--- src/rtl/fp_norm_round.sv ---
// ============================================================================
// Module   : fp_norm_round
// Purpose  : Two-stage normalize / round-to-nearest-even / pack for a
//            single-precision adder result, with valid/ready handshaking.
// Revision : 1.0 - initial release
// ============================================================================
`default_nettype none

module fp_norm_round (
    input  logic        i_clk,
    input  logic        i_rst,
    input  logic        i_valid,
    output logic        o_ready,
    input  logic        i_sign,
    input  logic [7:0]  i_exp,
    input  logic [27:0] i_mant_sum,
    input  logic        i_carry,
    input  logic        i_special,
    input  logic [31:0] i_special_val,
    output logic        o_valid,
    input  logic        i_ready,
    output logic [31:0] o_result,
    output logic        o_overflow,
    output logic        o_underflow,
    output logic        o_inexact
);

    localparam logic signed [9:0] c_exp_max = 10'sd255;
    localparam logic signed [9:0] c_exp_min = 10'sd0;

    // Leading-zero count over a 27-bit field; all-zero returns 27.
    function automatic logic [4:0] lzc27(input logic [26:0] v);
        lzc27 = 5'd27;
        for (int i = 0; i < 27; i++) begin
            if (v[i]) lzc27 = 5'(26 - i);
        end
    endfunction

    // ------------------------------------------------------------------
    // Handshake
    // ------------------------------------------------------------------
    logic r_s1_valid;
    logic r_s2_valid;
    logic w_s2_load;
    logic w_s1_load;

    assign w_s2_load = !r_s2_valid || i_ready;
    assign w_s1_load = !r_s1_valid || w_s2_load;
    assign o_ready   = w_s1_load;
    assign o_valid   = r_s2_valid;

    // ------------------------------------------------------------------
    // Stage 1: normalize
    // ------------------------------------------------------------------
    logic [28:0]        w_sum;
    logic [4:0]         w_lzc;
    logic signed [9:0]  w_exp_in;
    logic signed [9:0]  w_lzc_ext;
    logic signed [9:0]  w_norm_exp;
    logic [26:0]        w_norm_mant;
    logic               w_zero;

    always_comb begin
        w_sum       = {i_carry, i_mant_sum};
        w_exp_in    = {2'b00, i_exp};
        w_lzc       = lzc27(w_sum[26:0]);
        w_lzc_ext   = {5'b00000, w_lzc};
        w_zero      = (w_sum == 29'd0);
        w_norm_mant = w_sum[26:0];
        w_norm_exp  = w_exp_in;
        if (w_sum[28]) begin
            w_norm_mant = {w_sum[28:3], |w_sum[2:0]};
            w_norm_exp  = w_exp_in + 10'sd2;
        end else if (w_sum[27]) begin
            w_norm_mant = {w_sum[27:2], |w_sum[1:0]};
            w_norm_exp  = w_exp_in + 10'sd1;
        end else begin
            w_norm_mant = w_sum[26:0] << w_lzc;
            w_norm_exp  = w_exp_in - w_lzc_ext;
        end
    end

    logic               r_s1_special;
    logic [31:0]        r_s1_special_val;
    logic               r_s1_sign;
    logic               r_s1_zero;
    logic signed [9:0]  r_s1_exp;
    logic [26:0]        r_s1_mant;

    always_ff @(posedge i_clk or posedge i_rst) begin
        if (i_rst) begin
            r_s1_valid       <= 1'b0;
            r_s1_special     <= 1'b0;
            r_s1_special_val <= 32'h0;
            r_s1_sign        <= 1'b0;
            r_s1_zero        <= 1'b0;
            r_s1_exp         <= 10'sd0;
            r_s1_mant        <= 27'h0;
        end else if (w_s1_load) begin
            r_s1_valid <= i_valid;
            if (i_valid) begin
                r_s1_special     <= i_special;
                r_s1_special_val <= i_special_val;
                r_s1_sign        <= i_sign;
                r_s1_zero        <= w_zero;
                r_s1_exp         <= w_norm_exp;
                r_s1_mant        <= w_norm_mant;
            end
        end
    end

    // ------------------------------------------------------------------
    // Stage 2: round to nearest even and pack
    // ------------------------------------------------------------------
    logic               w_g;
    logic               w_r;
    logic               w_s;
    logic               w_inc;
    logic [24:0]        w_sig;
    logic signed [9:0]  w_fexp;
    logic [31:0]        w_res;
    logic               w_ovf;
    logic               w_unf;
    logic               w_inx;

    always_comb begin
        w_g    = r_s1_mant[2];
        w_r    = r_s1_mant[1];
        w_s    = r_s1_mant[0];
        w_inc  = w_g && (w_r || w_s || r_s1_mant[3]);
        w_sig  = {1'b0, r_s1_mant[26:3]} + {24'h0, w_inc};
        // A carry out of the significand leaves exactly 1.0, one binade up.
        w_fexp = w_sig[24] ? (r_s1_exp + 10'sd1) : r_s1_exp;
        w_res  = 32'h0;
        w_ovf  = 1'b0;
        w_unf  = 1'b0;
        w_inx  = 1'b0;
        if (r_s1_special) begin
            w_res = r_s1_special_val;
        end else if (r_s1_zero) begin
            w_res = 32'h0;
        end else if (w_fexp >= c_exp_max) begin
            w_res = {r_s1_sign, 8'hFF, 23'h0};
            w_ovf = 1'b1;
            w_inx = 1'b1;
        end else if (w_fexp <= c_exp_min) begin
            w_res = {r_s1_sign, 31'h0};
            w_unf = 1'b1;
            w_inx = 1'b1;
        end else begin
            w_res = {r_s1_sign, w_fexp[7:0], (w_sig[24] ? 23'h0 : w_sig[22:0])};
            w_inx = w_g || w_r || w_s;
        end
    end

    always_ff @(posedge i_clk or posedge i_rst) begin
        if (i_rst) begin
            r_s2_valid  <= 1'b0;
            o_result    <= 32'h0;
            o_overflow  <= 1'b0;
            o_underflow <= 1'b0;
            o_inexact   <= 1'b0;
        end else if (w_s2_load) begin
            r_s2_valid <= r_s1_valid;
            if (r_s1_valid) begin
                o_result    <= w_res;
                o_overflow  <= w_ovf;
                o_underflow <= w_unf;
                o_inexact   <= w_inx;
            end
        end
    end

endmodule

`default_nettype wire

--- config.mk ---
export PLATFORM = sky130hd
export DESIGN_NAME = fp_norm_round
export DESIGN_NICKNAME = d
export VERILOG_FILES = /design/src/rtl/fp_norm_round.sv
export SDC_FILE = /design/constraint.sdc
export NUM_CORES = 1
export LEC_CHECK = 0
export ABC_CLOCK_PERIOD_IN_PS = 5300
export BUFFER_PORTS_ARGS = -buffer_cell sky130_fd_sc_hd__buf_2
export CAP_MARGIN = 20
export CORE_MARGIN = 1
export CORE_UTILIZATION = 45
export DETAILED_ROUTE_END_ITERATION = 8
export PLACE_DENSITY = 0.65
export RECOVER_POWER = 50
export SYNTH_ARGS = -nofsm -noshare
export SYNTH_HDL_FRONTEND = slang
export SYNTH_SLANG_ARGS = --single-unit
--- constraint.sdc ---
create_clock -name i_clk -period 5.3 [get_ports i_clk]
set_input_delay 0 -clock i_clk [delete_from_list [all_inputs] [get_ports i_clk]]
set_output_delay 0 -clock i_clk [all_outputs]
set_load 0.05 [all_outputs]
# Word level (Yosys, flattened, before mapping)
# Cells that the tools add are included.
[op_classes]
n_addsub = 5
n_mux = 48
reduce_logical = 14
multipliers = 0
shift = 1
eq_ne = 0
magnitude_cmp = 2
div = 0
bitwise_logic = 0
[op_table]
columns = ["cell", "n"]
rows = [
  ["$mux W5", 26],
  ["$mux W32", 2],
  ["$mux W31", 2],
  ["$mux W27", 2],
  ["$mux W10", 3],
  ["$logic_not A29 Y1", 1],
  ["$shl A27 B5 Y27", 1],
  ["$add A24 B1 Y25", 1],
  ["$mux W23", 1],
  ["$mux W1", 12],
  ["$add A10 B2 Y10 const B", 1],
  ["$ge A10 B9 Y1 const B", 1],
  ["$le A10 B1 Y1 const B", 1],
  ["$add A8 B1 Y9 const B", 1],
  ["$add A8 B2 Y9 const B", 1],
  ["$sub A8 B5 Y9", 1],
  ["$logic_or A1 B1 Y1", 6],
  ["$reduce_and A2 Y1", 2],
  ["$reduce_or A3 Y1", 1],
  ["$logic_not A1 Y1", 2],
  ["$reduce_or A2 Y1", 1],
  ["$logic_and A1 B1 Y1", 1],
]
[totals]
elab_cells = 82
input_bits = 75
output_inout_bits = 37
memories = 0
register_bits = 109
ramBits = 0
latch_bits = 0
romBits = 0

# Depth between registers and ports, before layout
[logic_depth]
ltp_word = 30
depth_mapped = 18
ltp_nobuf = 14

# Least setup slack after synthesis
# OpenSTA, ideal clock, no wires.
[synth_timing]
path_kind = "input -> register"
start = "in i_mant_sum[2]"
end = "reg r_s1_exp[7]"
stages = 17
arrival_time_ns = 3.165
setup_time_ns = 0.083
t_required_ns = 5.217
path_buffers = 3
slack_ns = 2.052
cell_sequence = "clkbuf_1 -> nor2_1 -> o311ai_0 -> a31o_2 -> nand2_1 -> inv_1 -> clkbuf_1 -> buf_2 -> ha_1 -> a21o_1 -> a21o_1 -> a21o_1 -> a211o_1 -> nor3_1 -> a41oi_1 -> xor2_1 -> o21ai_0"
[synth_via]
elab_chain_cells = 28
[synth_lines]
columns = ["item", "line_no", "text"]
rows = [
  ["from (decl)", "16", "input logic [27:0] i_mant_sum,"],
  ["$mux W5 (25 in series)", "35", "if (v[i]) lzc27 = 5'(26 - i);"],
  ["$sub A8 B5 Y9", "79", "w_norm_exp = w_exp_in - w_lzc_ext;"],
  ["$mux W10", "74", "end else if (w_sum[27]) begin"],
  ["$mux W10", "71", "if (w_sum[28]) begin"],
  ["to (signal assigned)", "106", "r_s1_exp <= w_norm_exp;"],
  ["to (decl)", "87", "logic signed [9:0] r_s1_exp;"],
]
# No other way between the ends.
# A chain may end at the register's enable or synchronous reset.

# Worst setup path in the final report
[layout_timing]
start = "reg r_s1_mant[2]"
end = "reg o_result[5]"
[layout_via]
elab_chain_cells = 8
elab_cells_between_ends = 10
cone_classes = "add/sub (1); order compare (2); mux (6); reduce/logical (1)"
[layout_lines]
columns = ["item", "line_no", "text"]
rows = [
  ["from (decl)", "88", "logic [26:0] r_s1_mant;"],
  ["from (signal assigned)", "107", "r_s1_mant <= w_norm_mant;"],
  ["$logic_and A1 B1 Y1 *", "130", "w_inc = w_g && (w_r || w_s || r_s1_mant[3]);"],
  ["$add A24 B1 Y25 *", "131", "w_sig = {1'b0, r_s1_mant[26:3]} + {24'h0, w_inc};"],
  ["$mux W10", "133", "w_fexp = w_sig[24] ? (r_s1_exp + 10'sd1) : r_s1_exp;"],
  ["$le A10 B1 Y1", "146", "end else if (w_fexp <= c_exp_min) begin"],
  ["$mux W31", "146", ""],
  ["$mux W31 *", "142", "end else if (w_fexp >= c_exp_max) begin"],
  ["$mux W32 *", "140", "end else if (r_s1_zero) begin"],
  ["$mux W32 *", "138", "if (r_s1_special) begin"],
  ["to (signal assigned)", "166", "o_result <= w_res;"],
  ["to (decl)", "22", "output logic [31:0] o_result,"],
]
# Every way passes the cells marked *; elsewhere a longest branch is shown, timed or not.

==> flow_summary.ini <==
[sta]
tightestPinTransition_ns = 2.41
fin_crit_ns = 3.51
max_freq_mhz = 285
skew_ns = 0.00728
report.final.slew_viol_count = 55
finalSetupViolations = 0
setup_tns_ns = 0
finalHoldViolCount = 0
rsz0062_at_grt = no
slew_headroom = -0.618
finalCritPeriodShare = 0.662

[setup_path]
path_max_fanout = 12
path_class = flip-flop to flip-flop
worstPathRequired_ns = 5.55
critPathArrivalTime_ns = 3.76
rr_worst_depth = 11
start_kind = flip-flop
cp-end-kind = flip-flop

[yosys]
ys.warnings.count = 0
async_flop_share = 1.00
yosysTopAreaCell = dfrtp_1
ys_types = 76
synth_edf_count = 0
synth_top_area_frac = 0.341
synth_area_leaders = dfrtp_1 34%, nand2_1 12%, o21ai_0 4.3%
synth_seq_area_share = 0.341
netlist_instances = 1019
synthesis.nets = 1104
netlist_area_um2 = 7990
synth_area_per_cell_um2 = 7.84
yosys_register_bits = 109
dominantRegCellSynth = dfrtp_1

[clocking]
cts_setup_buffers = 0
clock_latency_ns = 0.35
clk_pin_slew_ns = 0.07
htree_levels = 3
clockBufferDepth = 2
root_buffer = clkbuf_16
cts_buffers = 9
clock_sinks = 109
cts_tree = yes

[pwr]
leakage_nw = 3.91
power_density_nw_per_um2 = 305
ir_worst_vdd_v = 0.000281
power.total_mw = 2.81

[grt]
grt-ovfl-total = 0
grt_pass1_wl_mm = 39.0
grt_usage = 0.273
antenna_found_initial = 0
grt_max_degree = 73
grt_pass1_vias = 7027

[place]
gp_congestion = 0.930
dp.cells = 1285
portBuffers = 111
post-dp-hpwl_mm = 17.7

[routing]
avgViaCountPerCell = 5.95
postRouteWirelength_mm = 24.8
wl_per_cell_um = 18.5
final_antenna_net_count = 0
drc = 0
dr.pass1.iters = 6
first_iter_violations = 784
vias = 7966

[min_path]
min_path_type = input pin to flip-flop
whs_path_depth = 3

[floorplan]
fp.dieH_um = 135
die_width_um = 135
coreArea_um2 = 17300
io_pins = 112
design.die.area_um2 = 18300
fp-row-count = 48
initial_utilization = 0.462

[run]
maxCapViolCount = 1

[status]
status = finished with violations
violations = capacitance limit, slew limit

[layout]
post-route-util = 0.533
layoutNonFillerInstCount = 1339
syn2layout_area_growth_pct = 15.5
drive_above_1_share = 0.136
nets = 1194
antenna_cells = 0
-- kinds of logic (layout without fill, tap and decap cells) --
kind of cell / count (synthesis) / in the layout / share of synthesized area
AOI/OAI and AO/OA: 245 / 245 / 0.213
xor gates and xnor gates: 39 / 39 / 0.0428
adders and majority gates: 10 / 10 / 0.0166
buffers and inverters: 106 / 201 / 0.0528
DFF: 109 / 109 / 0.341
muxes: 35 / 35 / 0.0623
and+or+nand+nor: 475 / 475 / 0.271
-- cells in the final DEF (no fill, tap or decap), drive strengths merged, types with 8 or more instances in the layout --
cell type | synthesis | routed
o221ai | 29 | 29
nand2 | 262 | 262
ha | 9 | 9
nor4 | 11 | 11
inv | 22 | 21
nor3 | 25 | 25
xnor2 | 21 | 21
and3 | 12 | 12
mux2i | 16 | 16
dlygate4sd3 | 0 | 38
a21oi | 46 | 46
o21ai | 73 | 73
o211ai | 9 | 9
xor2 | 18 | 18
a221oi | 12 | 12
nand2b | 8 | 8
mux2 | 8 | 8
buf | 18 | 85
mux4 | 11 | 11
a31oi | 10 | 10
a211oi | 11 | 11
nand3 | 32 | 32
nand4 | 9 | 9
nor2 | 70 | 70
dfrtp | 109 | 109
clkbuf | 64 | 51
-- timing repair --
item,4_1_cts,5_1_grt
endpoints found under the setup margin,0,0
endpoints found under the hold margin,90,0
hold buffers,38,0
gates resized for setup,0,0
-- sequential cells by signal (all words and copies together), names as in the netlist --
| register | cells |
|---|---|
| o_valid | 1 |
| o_result | 32 |
| r_s1_exp | 10 |
| r_s1_sign | 1 |
| r_s1_special | 1 |
| o_underflow | 1 |
| r_s1_mant | 27 |
| r_s1_special_val | 32 |
| o_inexact | 1 |
| r_s1_valid | 1 |
| o_overflow | 1 |
| r_s1_zero | 1 |
-- synth_stat cells (all sizes together) (3+ instances only) --
master and count:
or3 6, nor4 11, or4 3, ha 9, o311ai 6, o221ai 29, o2111ai 4, and4 5
xnor2 21, a21o 7, a31oi 10, dfrtp 109, nor2b 4, and2 7, a311oi 3, a21oi 46
o22ai 5, a221o 4, inv 22, buf 18, nand3 32, mux2i 16, o211ai 9, or2 4
o41ai 4, clkbuf 64, xor2 18, nor4b 3, nand2b 8, o21a 4, and3 12, nor2 70
a221oi 12, mux4 11, nand4 9, nor3 25, nand3b 6, o21ai 73, mux2 8, nand2 262
a211oi 11, nor3b 3
-- critical path: stages, from the launching register on --
cell and delay [ns]:
dfrtp_1 0.40, and2_1 0.17, ha_1 0.19, nand2_1 0.12, nor4_2 0.32, nand4b_2 0.24, or4b_1 0.57, a21oi_1 0.15
o21ai_1 0.11, or3_1 0.53, or2_4 0.40, o221ai_1 0.21
-- stage by stage --
stage	cell area [µm²]	setup WS (ns)	hold slack [ns]
CTS	9280	1.77	0.00472
detailed placement	8590	1.55	0.148
finish	9230	1.79	0.0100
floorplan	7990	2.05	0.105
global placement	8590	1.69	0.153
global route	9230	1.55	0.0399
-- metal layers --
metal  track usage  part of all wire  wire length [µm]  up-vias
met4         0.105             0.029               732        0
li1              -                 -                 -     3823
met2         0.419              0.44             11000      326
met3        0.0228             0.060              1490       47
met5             0                 0                 0        -
met1         0.400              0.47             11600     3770
-- power breakdown --
group          total [mW]  switching [mW]  internal, mW
Combinational       0.995           0.693         0.301
Clock               0.686           0.293         0.393
Sequential           1.13           0.148         0.981
-- final cells by class --
class                   instances  area, µm²
clock buffers                  13        260
clock inverters                 3       43.8
fillers                      1730       8070
inverters                      24       91.3
multi-input cells             804       4840
flip-flops and latches        109       2730
well taps                     225        282
repair buffers                161        977
-- final timing paths --
kind                                    from                    to  slack, ns
worst max-delay path            r_s1_mant[2]           o_result[5]       1.79
worst min-delay path                i_exp[6]           r_s1_exp[6]       0.01
worst max register to register  r_s1_mant[2]           o_result[5]       1.79
worst min register to register  o_result[31]          o_result[31]       0.48
max in group asynchronous              i_rst          r_s1_mant[1]       2.27
min in group asynchronous              i_rst  r_s1_special_val[11]       0.84
(Power assumes the default switching activity.)
